==> src/rtl/load_store_unit_if.sv <==
// load_store_unit_if: execute request, memory port B, writeback and status signals of the load/store unit
interface load_store_unit_if #(parameter int TAG_W = 5);
  logic             req_valid;
  logic             req_ready;
  logic             req_store;
  logic [1:0]       req_size;
  logic             req_unsigned;
  logic [31:0]      req_addr;
  logic [31:0]      req_wdata;
  logic [TAG_W-1:0] req_tag;
  logic             mem_en;
  logic [3:0]       mem_we;
  logic [31:0]      mem_addr;
  logic [31:0]      mem_din;
  logic [1:0]       mem_op;
  logic [1:0]       mem_size;
  logic             mem_ready;
  logic [31:0]      mem_dout;
  logic             mem_read_valid;
  logic             wb_valid;
  logic [31:0]      wb_data;
  logic [TAG_W-1:0] wb_tag;
  logic             misalign_err;
  logic             busy;
  modport slave (
    input  req_valid, req_store, req_size, req_unsigned, req_addr, req_wdata, req_tag,
           mem_ready, mem_dout, mem_read_valid,
    output req_ready, mem_en, mem_we, mem_addr, mem_din, mem_op, mem_size,
           wb_valid, wb_data, wb_tag, misalign_err, busy
  );
  modport master (
    output req_valid, req_store, req_size, req_unsigned, req_addr, req_wdata, req_tag,
           mem_ready, mem_dout, mem_read_valid,
    input  req_ready, mem_en, mem_we, mem_addr, mem_din, mem_op, mem_size,
           wb_valid, wb_data, wb_tag, misalign_err, busy
  );
endinterface

==> src/rtl/load_store_unit.sv <==
// load_store_unit: clk/reset plus bus (req_* in, mem_* port B, wb_* out, misalign_err, busy); issues aligned word requests, queues DEPTH loads in order, extends returns; define LSU_MISALIGN_TRAP_EN to trap misaligned requests instead of force-aligning
module load_store_unit #(
  parameter int DEPTH = 4,
  parameter int TAG_W = 5
) (
  input logic              clk,
  input logic              reset,
  load_store_unit_if.slave bus
);
  localparam int PW = $clog2(DEPTH);
  localparam int CW = PW + 1;
  typedef struct packed {
    logic [TAG_W-1:0] tag;
    logic [1:0]       off;
    logic [1:0]       size;
    logic             uns;
  } ent_t;
  ent_t q_mem [DEPTH];
  ent_t head;
  logic [PW-1:0] wr_ptr_q, wr_ptr_d, rd_ptr_q, rd_ptr_d;
  logic [CW-1:0] count_q, count_d;
  logic full, accept, issue, push, pop;
  logic [1:0] off, eff_off, op_d;
  logic [3:0] we_d;
  logic [31:0] rep, din_d, shifted, wb_data_d;
  logic mem_en_q;
  logic [1:0] mem_op_q, mem_size_q;
  logic [3:0] mem_we_q;
  logic [31:0] mem_addr_q, mem_din_q, wb_data_q;
  logic wb_valid_q;
  logic [TAG_W-1:0] wb_tag_q;
`ifdef LSU_MISALIGN_TRAP_EN
  logic mis, err_q;
  assign mis = (bus.req_size == 2'b01 & off[0]) | (bus.req_size[1] & |off);
  assign issue = accept & ~mis;
  assign bus.misalign_err = err_q;
  always_ff @(posedge clk or posedge reset)
    if (reset) err_q <= 1'b0;
    else err_q <= accept & mis;
`else
  assign issue = accept;
  assign bus.misalign_err = 1'b0;
`endif
  assign full = count_q == CW'(DEPTH);
  assign bus.req_ready = ~reset & bus.mem_ready & (~full | bus.req_store);
  assign accept = bus.req_valid & bus.req_ready;
  assign off = bus.req_addr[1:0];
  always_comb begin
    eff_off = bus.req_size[1] ? 2'b00 : bus.req_size[0] ? {off[1], 1'b0} : off;
    we_d = ~bus.req_store ? 4'b0000 : bus.req_size[1] ? 4'b1111 : (bus.req_size[0] ? 4'b0011 : 4'b0001) << eff_off;
    rep = bus.req_size[1] ? bus.req_wdata : bus.req_size[0] ? {2{bus.req_wdata[15:0]}} : {4{bus.req_wdata[7:0]}};
    din_d = bus.req_store ? rep << {eff_off, 3'b000} : 32'd0;
    op_d = bus.req_store ? 2'b10 : 2'b01;
    push = issue & ~bus.req_store;
    pop = bus.mem_read_valid & (count_q != '0);
    head = q_mem[rd_ptr_q];
    shifted = bus.mem_dout >> {head.off, 3'b000};
    wb_data_d = head.size[1] ? shifted
              : head.size[0] ? {{16{~head.uns & shifted[15]}}, shifted[15:0]}
              : {{24{~head.uns & shifted[7]}}, shifted[7:0]};
    wr_ptr_d = wr_ptr_q + PW'(push);
    rd_ptr_d = rd_ptr_q + PW'(pop);
    count_d = count_q + CW'(push) - CW'(pop);
  end
  always_ff @(posedge clk or posedge reset)
    if (reset) begin
      wr_ptr_q   <= '0;
      rd_ptr_q   <= '0;
      count_q    <= '0;
      mem_en_q   <= 1'b0;
      mem_op_q   <= 2'b00;
      mem_size_q <= 2'b00;
      mem_we_q   <= 4'b0000;
      mem_addr_q <= 32'd0;
      mem_din_q  <= 32'd0;
      wb_valid_q <= 1'b0;
      wb_data_q  <= 32'd0;
      wb_tag_q   <= '0;
    end else begin
      wr_ptr_q   <= wr_ptr_d;
      rd_ptr_q   <= rd_ptr_d;
      count_q    <= count_d;
      mem_en_q   <= issue;
      mem_op_q   <= issue ? op_d : 2'b00;
      mem_size_q <= issue ? bus.req_size : 2'b00;
      mem_we_q   <= issue ? we_d : 4'b0000;
      mem_addr_q <= issue ? {bus.req_addr[31:2], 2'b00} : 32'd0;
      mem_din_q  <= issue ? din_d : 32'd0;
      wb_valid_q <= pop;
      wb_data_q  <= pop ? wb_data_d : 32'd0;
      wb_tag_q   <= pop ? head.tag : '0;
    end
  always_ff @(posedge clk)
    if (push) q_mem[wr_ptr_q] <= '{tag: bus.req_tag, off: eff_off, size: bus.req_size, uns: bus.req_unsigned};
  assign bus.mem_en   = mem_en_q;
  assign bus.mem_op   = mem_op_q;
  assign bus.mem_size = mem_size_q;
  assign bus.mem_we   = mem_we_q;
  assign bus.mem_addr = mem_addr_q;
  assign bus.mem_din  = mem_din_q;
  assign bus.wb_valid = wb_valid_q;
  assign bus.wb_data  = wb_data_q;
  assign bus.wb_tag   = wb_tag_q;
  assign bus.busy     = count_q != '0;
endmodule

==> src/flat_wrapper.sv <==
// flat-port wrapper written by rule: the top's interface ports become plain ports
module load_store_unit_flat 
#(
  parameter int DEPTH = 4,
  parameter int TAG_W = 5
)
  (clk, reset, bus_req_valid, bus_req_store, bus_req_size, bus_req_unsigned, bus_req_addr, bus_req_wdata, bus_req_tag, bus_mem_ready, bus_mem_dout, bus_mem_read_valid, bus_req_ready, bus_mem_en, bus_mem_we, bus_mem_addr, bus_mem_din, bus_mem_op, bus_mem_size, bus_wb_valid, bus_wb_data, bus_wb_tag, bus_misalign_err, bus_busy);
  load_store_unit_if #(.TAG_W(TAG_W)) bus_i ();
  input logic clk;
  input logic reset;
  input wire logic [$bits(bus_i.req_valid)-1:0] bus_req_valid;
  input wire logic [$bits(bus_i.req_store)-1:0] bus_req_store;
  input wire logic [$bits(bus_i.req_size)-1:0] bus_req_size;
  input wire logic [$bits(bus_i.req_unsigned)-1:0] bus_req_unsigned;
  input wire logic [$bits(bus_i.req_addr)-1:0] bus_req_addr;
  input wire logic [$bits(bus_i.req_wdata)-1:0] bus_req_wdata;
  input wire logic [$bits(bus_i.req_tag)-1:0] bus_req_tag;
  input wire logic [$bits(bus_i.mem_ready)-1:0] bus_mem_ready;
  input wire logic [$bits(bus_i.mem_dout)-1:0] bus_mem_dout;
  input wire logic [$bits(bus_i.mem_read_valid)-1:0] bus_mem_read_valid;
  output wire logic [$bits(bus_i.req_ready)-1:0] bus_req_ready;
  output wire logic [$bits(bus_i.mem_en)-1:0] bus_mem_en;
  output wire logic [$bits(bus_i.mem_we)-1:0] bus_mem_we;
  output wire logic [$bits(bus_i.mem_addr)-1:0] bus_mem_addr;
  output wire logic [$bits(bus_i.mem_din)-1:0] bus_mem_din;
  output wire logic [$bits(bus_i.mem_op)-1:0] bus_mem_op;
  output wire logic [$bits(bus_i.mem_size)-1:0] bus_mem_size;
  output wire logic [$bits(bus_i.wb_valid)-1:0] bus_wb_valid;
  output wire logic [$bits(bus_i.wb_data)-1:0] bus_wb_data;
  output wire logic [$bits(bus_i.wb_tag)-1:0] bus_wb_tag;
  output wire logic [$bits(bus_i.misalign_err)-1:0] bus_misalign_err;
  output wire logic [$bits(bus_i.busy)-1:0] bus_busy;
  assign bus_i.req_valid = bus_req_valid;
  assign bus_i.req_store = bus_req_store;
  assign bus_i.req_size = bus_req_size;
  assign bus_i.req_unsigned = bus_req_unsigned;
  assign bus_i.req_addr = bus_req_addr;
  assign bus_i.req_wdata = bus_req_wdata;
  assign bus_i.req_tag = bus_req_tag;
  assign bus_i.mem_ready = bus_mem_ready;
  assign bus_i.mem_dout = bus_mem_dout;
  assign bus_i.mem_read_valid = bus_mem_read_valid;
  assign bus_req_ready = bus_i.req_ready;
  assign bus_mem_en = bus_i.mem_en;
  assign bus_mem_we = bus_i.mem_we;
  assign bus_mem_addr = bus_i.mem_addr;
  assign bus_mem_din = bus_i.mem_din;
  assign bus_mem_op = bus_i.mem_op;
  assign bus_mem_size = bus_i.mem_size;
  assign bus_wb_valid = bus_i.wb_valid;
  assign bus_wb_data = bus_i.wb_data;
  assign bus_wb_tag = bus_i.wb_tag;
  assign bus_misalign_err = bus_i.misalign_err;
  assign bus_busy = bus_i.busy;
  load_store_unit #(.DEPTH(DEPTH), .TAG_W(TAG_W)) u_core (.clk(clk), .reset(reset), .bus(bus_i));
endmodule
==> config.mk <==
export PLATFORM = sky130hd
export DESIGN_NAME = load_store_unit_flat
export DESIGN_NICKNAME = d
export VERILOG_FILES = /design/src/rtl/load_store_unit_if.sv /design/src/rtl/load_store_unit.sv /design/src/flat_wrapper.sv
export SDC_FILE = /design/constraint.sdc
export NUM_CORES = 1
export LEC_CHECK = 0
export ABC_AREA = 1
export CORE_ASPECT_RATIO = 1.4
export CORE_UTILIZATION = 45
export DETAILED_ROUTE_END_ITERATION = 10
export PLACE_DENSITY = 0.79
export SYNTH_ARGS = -nofsm -noshare
export SYNTH_HDL_FRONTEND = slang
export SYNTH_SLANG_ARGS = --single-unit
export TNS_END_PERCENT = 50
==> constraint.sdc <==
create_clock -name clk -period 11.3 [get_ports clk]
set_clock_uncertainty 0.2 [all_clocks]
set_input_delay 2.26 -clock clk [delete_from_list [all_inputs] [get_ports clk]]
set_output_delay 2.26 -clock clk [all_outputs]
set_load 0.02 [all_outputs]
==> results.json <==
{
  "slowest_delay_ps": 630,
  "critical_path.startpoint": "reset",
  "place_area_um2": 8890,
  "seq_area_um2": 4100,
  "critPathBufInv": 3,
  "intPower_mw": 1.29,
  "yosysTopAreaCell": "dfrtp_1",
  "setup_viol": 0,
  "cts_sinks": 156,
  "yosys-top-cells-count": "116 x dfrtp_1, 98 x nor2_1, 97 x nand2_1, 78 x inv_1, 57 x o21ai_0",
  "async_flop_share_pct": 74.4,
  "yosysMostFrequentCell": "dfrtp_1",
  "num_rows": 52,
  "critPathMaxFanout": 35,
  "path_delay_family": "buffers and inverters",
  "n_antenna_cell": 0,
  "yosys_register_bits": 156,
  "layout_min_cycle_time_ps": 6520,
  "finalPower_mw": 2.04,
  "viasPerCell": 4.89,
  "clk_latency_ps": 410,
  "antenna_found_initial": 0,
  "syn_inst": 668,
  "path_clk_slew_ps": 60,
  "wl_mm": 16.3,
  "clk_path_buf_depth": 2,
  "cts_made_buffers": 17,
  "syn_area_um2": 6590,
  "vias": 5319,
  "root_buffer": "clkbuf_16",
  "power.density_nw_per_um2": 215,
  "chipHeight_um": 145,
  "swShare_pct": 36.8,
  "seqPwrFrac_pct": 34.1,
  "ys.flop_type": "dfrtp_1",
  "worst_setup_path_end_kind": "output pin",
  "cts-hold-fix-buffers": 0,
  "syn_area_per_cell_um2": 9.87,
  "drv_cap": 0,
  "grt_pass1_wl_mm": 25.9,
  "ys_types": 32,
  "postCtsSetupBuffers": 0,
  "remaining_drc_errors": 0,
  "gr-total-overflow": 0,
  "peakVddDrop_v": 0.000119,
  "crit_type": "in -> out",
  "grt_max_degree": 84,
  "cts_resized": 0,
  "fin_nets": 1000,
  "drt_pre_antenna_iters": 4,
  "htreeDepth": 4,
  "ys_warn_count": 0,
  "rsz0062_at_grt": "no",
  "synth.yosys.seq_area_share_pct": 62.3,
  "r2r_slack_ps": 8110,
  "hp-class": "reg -> reg",
  "leakage_nw": 4.39,
  "synthTopCellsByArea": "dfrtp_1 44%, edfxtp_1 18%, nor2_1 5.6%, nand2_1 5.5%, inv_1 4.4%",
  "fin_setup_tns_ps": 0,
  "cp.required_ps": 8840,
  "p_comb_share_pct": 37.0,
  "finalCritPeriodShare_pct": 57.7,
  "ios": 224,
  "slew_headroom_pct": 31.3,
  "ant_nets": 0,
  "layout-drive-gt1-share_pct": 9.35,
  "arrival_ps": 4060,
  "synth_top_area_share_pct": 44.0,
  "dp_hpwl_mm": 11.5,
  "cts_tree": "yes",
  "drt_iter0_drc": 224,
  "post_drt_wl_per_cell_um": 15.0,
  "synth-edff-count": 40,
  "start_util_pct": 45.8,
  "area_delta_synth_final_pct": 44.3,
  "clkPwrFrac_pct": 28.8,
  "finalMaxSlewViolations": 0,
  "grt_usage_pct": 22.4,
  "worst_pin_slew_ps": 1030,
  "multiInputGateArea_um2": 1970,
  "run_status": "finished, final reports clean",
  "gp_congestion": 0.808,
  "slowest_stage": "clkdlybuf4s50_1",
  "crit_top_cell": "clkdlybuf4s50_1",
  "rr_startpoint": "u_core.count_q[1]",
  "switchingPower_mw": 0.752,
  "fin_area_um2": 9510,
  "coreArea_um2": 14400,
  "path_cells": "clkdlybuf4s50_1 > inv_4 > nand2_1 > a31oi_2 > clkdlybuf4s50_1",
  "io_buffer_count": 220,
  "min_from": "u_core.count_q[1]",
  "die_width_um": 104,
  "dieArea_um2": 15100,
  "critPathLaunchType": "input port",
  "max_freq_mhz": 153,
  "fill_cells": 1156,
  "grt_pass1_vias": 5283,
  "hold_viol_final": 0
}
## flip-flops by register name, summed over array words and instances (netlist names)
signal,flops
u_core.q_mem,40
u_core.bus.wb_tag,5
u_core.bus.mem_din,32
u_core.bus.mem_we,4
u_core.bus.wb_data,32
u_core.bus.mem_addr,30
u_core.rd_ptr_q,2
u_core.wr_ptr_q,2
u_core.bus.mem_size,2
u_core.bus.mem_en,1
u_core.bus.mem_op,2
u_core.bus.wb_valid,1
u_core.count_q,3
## kinds of logic after synthesis
kind of cell,share of synthesized area [%]
AO/OA/AOI/OAI,9.47
adder cells (fa/ha/maj),1.06
XOR/XNOR,0.532
AND/OR/NAND/NOR,18.7
buffers and inverters,7.90
other,0.0569
flip-flops,62.3
## per-layer routing
| layer | vias up | routed length (µm) | global-route usage (%) |
|---|---|---|---|
| met5 | - | 0 | 0 |
| met4 | 0 | 548 | 11.5 |
| met3 | 41 | 1290 | 7.37 |
| met2 | 224 | 8780 | 40.1 |
| met1 | 2500 | 5680 | 22.9 |
| li1 | 2554 | - | - |
## area by class of cell
class | instances | share of cell area, %
tap | 189 | 2.49
sequential | 156 | 43.1
multi-input combinational | 398 | 20.8
clock buffer | 22 | 5.22
clock inverter | 10 | 1.33
timing repair buffer | 227 | 23.7
inverter | 85 | 3.38
## cells in the final DEF, fill, tap and decap left out, types with 10 or more instances in the layout
cell | netlist | final
nor2_1 | 98 | 98
inv_1 | 78 | 77
dfrtp_1 | 116 | 116
nor3_1 | 23 | 23
a21oi_1 | 50 | 50
edfxtp_1 | 40 | 40
o21ai_1 | 10 | 10
nand2_2 | 16 | 16
nand2_1 | 97 | 97
o21ai_0 | 57 | 57
nand3_1 | 12 | 12
clkbuf_16 | 0 | 19
nor2_4 | 11 | 11
clkdlybuf4s50_1 | 0 | 220
## worst register-to-register path, delay by kind of cell, from the launching register on
family / cells / cell delay, ps
adders and majority gates: 3 / 1070
and+or+nand+nor: 3 / 630
buffers and inverters: 2 / 480
DFF: 1 / 400
xor gates and xnor gates: 2 / 340
## path summary, 6_finish.rpt
path	end	depth (start not counted)
setup reg to reg	u_core.count_q[2]	10
hold reg to reg	u_core.count_q[2]	1
min in group asynchronous	u_core.bus.wb_data[16]	2
max in group asynchronous	u_core.bus.mem_we[2]	3
hold / removal	u_core.count_q[2]	1
setup / recovery	bus_req_ready	5
## per-stage QoR
| step | cells | setup WS, ps | hold WS, ps | utilization [%] |
|---|---|---|---|---|
| 6_report | 1087 | 4780 | 298 | 66.2 |
| 3_3_place_gp | 1055 | 4830 | 294 | 61.8 |
| 4_1_cts | 1087 | 4730 | 298 | 66.2 |
| 2_1_floorplan | 670 | 3550 | 264 | - |
| 3_5_place_dp | 1055 | 4730 | 277 | 61.8 |
| 5_1_grt | 1087 | 4680 | 315 | 66.2 |
## power by group through the flow
stage	registers [mW]	clock network, mW	logic (mW)
3_5_place_dp	0.707	0	0.752
2_1_floorplan	0.754	0	0.504
3_3_place_gp	0.706	0	0.739
6_report	0.697	0.589	0.756
4_1_cts	0.697	0.597	0.758
5_1_grt	0.704	0.622	0.830
Note: power is estimated with default switching activity, not from simulation.
